File: config.mk
export PLATFORM = sky130hd
export DESIGN_NAME = vp_speculation_ctrl
export DESIGN_NICKNAME = d
export VERILOG_FILES = /design/src/rtl/vp_pkg.sv /design/src/rtl/vp_speculation_ctrl_spec_timer.sv /design/src/rtl/vp_speculation_ctrl.sv
export SDC_FILE = /design/constraint.sdc
export NUM_CORES = 1
export LEC_CHECK = 0
export ABC_CLOCK_PERIOD_IN_PS = 3900
export CAP_MARGIN = 5
export CELL_PAD_IN_SITES_DETAIL_PLACEMENT = 0
export CELL_PAD_IN_SITES_GLOBAL_PLACEMENT = 1
export CORE_AREA = 2 2 146 134
export CTS_CLUSTER_DIAMETER = 200
export DETAILED_ROUTE_END_ITERATION = 7
export DIE_AREA = 0 0 148 136
export PLACE_DENSITY = 0.83
export SYNTH_ARGS = -nofsm -noshare
export SYNTH_HDL_FRONTEND = slang
export SYNTH_SLANG_ARGS = --single-unit
File: constraint.sdc
create_clock -name clk -period 3.9 [get_ports clk]
set_input_delay 0.39 -clock clk [delete_from_list [all_inputs] [get_ports clk]]
set_output_delay 0.39 -clock clk [all_outputs]
set_load 0.02 [all_outputs]
File: src/rtl/vp_pkg.sv
// rtl/vp_pkg.sv - shared types and defaults for the load-value speculation controller
package vp_pkg;

   typedef enum logic [2:0] {
      IDLE     = 3'd0,
      SNAP     = 3'd1,
      SPEC     = 3'd2,
      RECOVER  = 3'd3,
      REDIRECT = 3'd4
   } vp_state_t;

   localparam int VP_SPEC_TIMEOUT = 64;

endpackage

File: src/rtl/vp_speculation_ctrl_spec_timer.sv
// rtl/vp_speculation_ctrl_spec_timer.sv - saturating SPEC-phase cycle counter with expire flag
module spec_timer #(
   parameter int SPEC_TIMEOUT = 64
) (
   input  logic clk,
   input  logic rst_n,
   input  logic clr,
   input  logic en,
   output logic expire
);

   localparam int TW = $clog2(SPEC_TIMEOUT);

   logic [TW-1:0] count_q;

   assign expire = (count_q == TW'(SPEC_TIMEOUT - 1));

   // Holds at SPEC_TIMEOUT-1 so it can never wrap back into a live window.
   always_ff @(posedge clk or negedge rst_n) begin
      if (!rst_n) begin
         count_q <= '0;
      end else if (clr) begin
         count_q <= '0;
      end else if (en && !expire) begin
         count_q <= count_q + TW'(1);
      end
   end

endmodule

File: src/rtl/vp_speculation_ctrl.sv
// rtl/vp_speculation_ctrl.sv - load-value speculation sequencer: snapshot, speculate, verify, recover
module vp_speculation_ctrl
   import vp_pkg::*;
#(
   parameter int ADDR_WIDTH   = 32,
   parameter int DATA_WIDTH   = 32,
   parameter int SPEC_TIMEOUT = VP_SPEC_TIMEOUT
) (
   input  logic                  clk,
   input  logic                  rst_n,
   input  logic                  ld_req_valid,
   input  logic                  ld_req_write,
   input  logic [ADDR_WIDTH-1:0] ld_pc,
   input  logic                  pred_valid,
   input  logic [DATA_WIDTH-1:0] pred_data,
   input  logic                  dc_valid,
   input  logic [DATA_WIDTH-1:0] dc_data,
   output logic                  snap_take,
   input  logic                  snap_done,
   output logic                  restore_req,
   input  logic                  restore_done,
   output logic                  use_pred,
   output logic [DATA_WIDTH-1:0] vp_data,
   output logic                  hold_ov,
   output logic                  flush_ov,
   output logic                  load_pc_we,
   output logic [ADDR_WIDTH-1:0] load_pc_new,
   output logic                  train_valid,
   output logic [DATA_WIDTH-1:0] train_data,
   output logic                  stat_hit,
   output logic                  stat_miss
);

   vp_state_t             state_q, state_d;
   logic [ADDR_WIDTH-1:0] pc_q;
   logic [DATA_WIDTH-1:0] pred_q, resp_data_q, train_data_q;
   logic                  resp_seen_q, hold_q, use_pred_q;
   logic                  hit_q, miss_q, train_q;
   logic                  expire;
   logic                  capture, resolve, match;
   logic [DATA_WIDTH-1:0] resolve_data;

   assign capture      = (state_q == IDLE) && ld_req_valid && !ld_req_write && !dc_valid && pred_valid;
   // A fill latched during SNAP wins over whatever dc_valid shows now.
   assign resolve      = resp_seen_q || dc_valid;
   assign resolve_data = resp_seen_q ? resp_data_q : dc_data;
   assign match        = (resolve_data == pred_q);

   spec_timer #(.SPEC_TIMEOUT(SPEC_TIMEOUT)) u_timer (
      .clk    (clk),
      .rst_n  (rst_n),
      .clr    (state_q == SNAP),
      .en     (state_q == SPEC),
      .expire (expire)
   );

   always_comb begin
      state_d = state_q;
      case (state_q)
         IDLE:     if (capture) state_d = SNAP;
         SNAP:     if (snap_done) state_d = SPEC;
         SPEC: begin
            if (resolve)     state_d = match ? IDLE : RECOVER;
            else if (expire) state_d = RECOVER;
         end
         RECOVER:  if (restore_done) state_d = REDIRECT;
         REDIRECT: state_d = IDLE;
         default:  state_d = IDLE;
      endcase
   end

   always_ff @(posedge clk or negedge rst_n) begin
      if (!rst_n) begin
         state_q      <= IDLE;
         pc_q         <= '0;
         pred_q       <= '0;
         resp_data_q  <= '0;
         resp_seen_q  <= 1'b0;
         hold_q       <= 1'b0;
         use_pred_q   <= 1'b0;
         hit_q        <= 1'b0;
         miss_q       <= 1'b0;
         train_q      <= 1'b0;
         train_data_q <= '0;
      end else begin
         state_q    <= state_d;
         use_pred_q <= (state_q == SNAP) && snap_done;
         hit_q      <= 1'b0;
         miss_q     <= 1'b0;
         train_q    <= 1'b0;
         if (capture) begin
            pc_q        <= ld_pc;
            pred_q      <= pred_data;
            resp_seen_q <= 1'b0;
         end
         if ((state_q == SNAP) && dc_valid && !resp_seen_q) begin
            resp_seen_q <= 1'b1;
            resp_data_q <= dc_data;
         end
         if (state_q == SNAP) begin
            hold_q <= 1'b0;
         end else if ((state_q == SPEC) && ld_req_valid) begin
            hold_q <= 1'b1;
         end
         if (state_q == SPEC) begin
            if (resolve) begin
               train_q      <= 1'b1;
               train_data_q <= resolve_data;
               hit_q        <= match;
               miss_q       <= !match;
            end else if (expire) begin
               miss_q <= 1'b1;
            end
         end
      end
   end

   assign snap_take   = (state_q == SNAP);
   assign restore_req = (state_q == RECOVER);
   assign use_pred    = use_pred_q;
   assign vp_data     = pred_q;
   assign hold_ov     = (state_q == SNAP) || (state_q == RECOVER) || ((state_q == SPEC) && hold_q);
   assign flush_ov    = (state_q == RECOVER) || (state_q == REDIRECT);
   assign load_pc_we  = (state_q == REDIRECT);
   assign load_pc_new = (state_q == REDIRECT) ? pc_q : '0;
   assign train_valid = train_q;
   assign train_data  = train_data_q;
   assign stat_hit    = hit_q;
   assign stat_miss   = miss_q;

endmodule

; ---- Yosys cells after proc, flatten, opt, wreduce, memory -nomap -nowiden
; Index checks and enable logic that the tools add are counted.
[op_classes]
add_sub_neg = 1
n_eq_ne = 10
n_mux = 22
reduce_logical = 25
[ops]
columns = op, count
row1 = two-way mux 32 bit, 2
row2 = == test 32 bit, 1
row3 = two-way mux 3 bit, 5
row4 = two-way mux 6 bit, 2
row5 = one-hot mux 3 bit (4 select lines), 1
row6 = two-way mux 1 bit, 11
row7 = logical AND 1 bit, 10
row8 = "adder 6 x 1 -> 6 bit, second input constant", 1
row9 = "== test 3 x 2 -> 1 bit, second input constant", 2
row10 = "== test 6 bit, second input constant", 1
row11 = nonzero test 2 bit, 3
row12 = logical NOT 1 bit, 5
row13 = logical OR 1 bit, 4
row14 = "inequality test 2 x 1 -> 1 bit, second input constant", 2
row15 = AND reduction 4 bit, 1
row16 = "== test 3 x 1 -> 1 bit, second input constant", 1
row17 = "== test 3 bit, second input constant", 1
row18 = logical NOT 3 bit, 1
row19 = "inequality test 3 bit, second input constant", 1
row20 = two-way mux 2 bit, 1
row21 = "inequality test 2 bit, second input constant", 1
row22 = AND reduction 2 bit, 1
[word_totals]
ff_bits = 143
input_bits = 104
out_inout_bits = 105
wordCells = 70

; ---- Longest topological paths before layout
[depth]
depth_word = 7
depth_mapped = 8
mapped_depth_nobuf = 7

; ---- Modules after synthesis
; Synthesis repeated with hierarchy kept, for this count alone.
[unflattened]
hier_cells = 508
area_unflattened_um2 = 6436.2
[by_module_without_submodules]
columns = module, instances, cells_each, area_each_um2, seq_area_each_um2
row1 = vp_speculation_ctrl, 1, 469, 6055.8, 3428.3
row2 = spec_timer, 1, 39, 380.4, 150.1

; ---- Worst setup path after synthesis
; OpenSTA, ideal clock, no wires.
[synth_timing]
path_type = register to output
startpoint = register state_q[1]
endpoint = output load_pc_new[22]
arrival_time_ns = 1.545
required_ns = 3.510
slack_ns = 1.965
stages_incl_launch_ff = 5
n_path_buf = 2
path_cell_list = dfrtp_1 -> buf_6 -> nor3b_1 -> clkbuf_1 -> and2_1
[synth_between]
elab_chain_len = 2
[synth_lines]
columns = element, line
row1 = start: declaration, vp_speculation_ctrl.sv:34  ; vp_state_t state_q, state_d;
row2 = start signal: assignment, vp_speculation_ctrl.sv:86  ; state_q <= state_d;
row3 = == test 3 bit, -
row4 = via load_pc_we, vp_speculation_ctrl.sv:26  ; output logic load_pc_we,
row5 = two-way mux 32 bit, vp_speculation_ctrl.sv:125  ; assign load_pc_new = (state_q == REDIRECT) ? pc_q : '0;
row6 = end: declaration, vp_speculation_ctrl.sv:27  ; output logic [ADDR_WIDTH-1:0] load_pc_new,
; The timed path passes the listed nets, and every way through them passes these cells.

; ---- Worst setup path after layout
[layout_timing]
startpoint = register state_q[2]
endpoint = output load_pc_new[15]
[layout_between]
elab_chain_len = 2
[layout_lines]
columns = element, line
row1 = == test 3 bit, vp_speculation_ctrl.sv:125
row2 = two-way mux 32 bit, vp_speculation_ctrl.sv:125
; Every way passes these cells.

==> metrics <==
Synth Register Bits=143; post-synth top area cell=dfrtp_1; vias in the first global route=4,875; Syn Inst Count=505; final wirelength=16.3 mm; Layout Skew=0.00914 ns; initial antenna violation count=0; die span in x=approximately 150 um; CP max stage delay=0.61 ns; Clock Path Buffers=2; synthesized area=between 6000 and 7000 sq um; Vias=4,620; final hold vios=0; H-Tree Depth=4; Clock transition at path regs=approximately 0.060 ns; Routed met2 length=8.05 mm; largest net degree at the start of global routing=about 120; antenna cells=0; Crit path max-delay family=buffers and inverters; CTS tree=built; hold slack=approximately 0.13 ns; RSZ-0062 raised after global routing=false; DRC viols=0; total grt overflow=0; Reg2Reg Capture Point=resp_data_q[28]; Top Metal Used=met4; Worst setup SP type=flop; Chip Height=between 100 and 150 um; data arrival time of the critical path=about 2.3 ns; final antenna-violating net count=0; status=complete, no violations; largest fanout on the critical path=34; First DRT Iteration DRCs=205; Met3 Routed Length=~1.0 mm; top-count cell post-synth=dfrtp_1; last weighted congestion value of the routability-driven placer=0.739; Post-Syn Nets=610; PwrDens=841 nW/um^2; Lkg Pwr=roughly 4 nW; Die ar.=20,100 sq um; post_cts resized=0; Detail Placement HPWL=11.6 mm; Pre-antenna DRT Iters=4; CTS Hold Bufs=0; Layout Area Growth over Synthesis=46.8%; Crit path buffers/inverters=2; Netlist cell types=37; Post-synth top cells=dfrtp_1, mux2_2, nor2_1; Final Max Tran Viols=0; FF-to-FF Start=state_q[1]; Setup Buffers After CTS=0; flop2flop setup slack=1.38 ns; main area contributors after synthesis=dfrtp_1, mux2_2, xnor2_1; Crit. End Element=output port; crit path cell chain=nor3b_2 > buf_4 > and2_1 > clkdlybuf4s50_1; CTS Buf Count=17; wl on met1=just under 7 mm; Worst-Skew Late Latency=~0.42 ns; Core ar.=18,700 sq um; Slew @ Worst Pin=1.04 ns; first-pass GRT wire length=25.8 mm; FILL cells=between 1.5k and 2k; HP Class=input pin to asynchronous set/reset pin; Worst EP required=3.51 ns; # setup viols final=0; Site Rows=48; critical path type=flop to output port; async set-or-reset flop fraction in the synthesized netlist=1.00; Starting Density=0.342; synthesized area per cell=12.7 sq um; # IOs=209; Max-slew headroom=0.310; vias per cell=roughly 4.7; routed length per instance=16.7 um; top cell type's share of synthesized area=0.558; Fin Setup TNS=0 ns; EDFF count, synth=0; Port Buffers=208; Worst R2R Path Depth=3; CTS Sinks=143; Max Fclk=376 MHz; sequential share of the synthesized area=0.558; Root Driver=clkbuf_16; Crit-path slowest cell=clkdlybuf4s50_1; Worst IR Drop VDD=0.444 mV; Final nets=818; share of layout cells above drive strength 1=0.196; Max-Cap Viols=0; GRT Total Usage=0.166; commonest register cell after synthesis=dfrtp_1; final worst path period share=0.683; YS warnings=0; Final min period=between 2 and 3 ns
flip-flops by register name, indices dropped and copies added, names as in the netlist:
register,count
resp_seen_q,1
pc_q,32
state_q,3
vp_data,32
use_pred,1
stat_miss,1
stat_hit,1
resp_data_q,32
train_data,32
u_timer.count_q,6
hold_q,1
train_valid,1
layout make-up:
type	count	area, sq um	share of cell area
sequential	143	3580	0.380
multi-input combinational	329	2660	0.283
timing repair buffer	215	2150	0.228
clock buffer	20	457	0.0485
tap	250	313	0.0332
clock inverter	12	231	0.0246
inverter	7	26.3	0.00279
cell usage in the layout (no fill, tap or decap), drive strengths merged, types with 2 or more instances in the layout:
master         netlist  routed
and2                35      35
o22ai                3       3
a21oi               34      34
nor3                 2       2
nand4                2       2
dfrtp              143     143
mux2i               32      32
clkinv               0       4
clkdlybuf4s50        0     207
bufinv               0       6
nor3b                4       4
nor4                 9       9
nand3                5       5
nand2                8       8
o21ai                8       8
nand2b               3       3
mux2                94      94
buf                 21       8
inv                  7       8
xnor2               31      31
nor2                41      41
a2111oi              2       2
xor2                 6       6
clkbuf               5      20
power by group:
group | total [mW] | internal [mW] | switching, mW
sequential | 2.70 | 2.20 | 0.500
combinational | 3.34 | 1.72 | 1.62
clock | 1.88 | 1.24 | 0.638
total | 7.92 | 5.17 | 2.75
worst register-to-register path, cell delays in order, from the launching register on:
cell	delay [ns]
dfrtp_1	0.51
nor3b_4	0.46
nand3_2	0.81
mux2_1	0.62
logic make-up after synthesis:
kind of cell    synth area share
xor+xnor                  0.0505
simple gates              0.0944
flops                      0.558
fa+ha+maj                0.00195
mux                        0.218
buf+inv                   0.0298
compound gates            0.0476
layer usage:
metal	up-vias	GRT usage
li1	2174	-
met1	2297	0.203
met2	130	0.273
met3	19	0.0557
met4	0	0.0635
met5	-	0
per-stage QoR:
| stage | cells | instance area, sq um | utilization | worst slack (ns) | power (mW) |
|---|---|---|---|---|---|
| final | 976 | 9420 | 0.503 | 1.24 | 7.92 |
| after global routing | 976 | 9420 | 0.503 | 1.12 | 8.38 |
| after CTS | 976 | 9420 | 0.503 | 1.21 | 8.01 |
| after detailed placement | 944 | 8730 | 0.466 | 1.26 | 6.09 |
| after global placement | 944 | 8730 | 0.466 | 1.37 | 5.98 |
| after floorplan | 505 | 6410 | - | 1.96 | 4.70 |
worst max path at each step:
stage / startpoint / end / slack, ns / depth (start not counted)
floorplan: state_q[1] / load_pc_new[22] / 1.96 / 4
global placement: ld_req_valid / vp_data[8] / 1.37 / 6
detailed placement: dc_valid / pc_q[31] / 1.26 / 5
CTS: state_q[2] / load_pc_new[8] / 1.21 / 4
global route: state_q[2] / load_pc_new[27] / 1.12 / 4
finish: state_q[2] / load_pc_new[15] / 1.24 / 4
No activity file was read; power rests on OpenSTA's default activity.
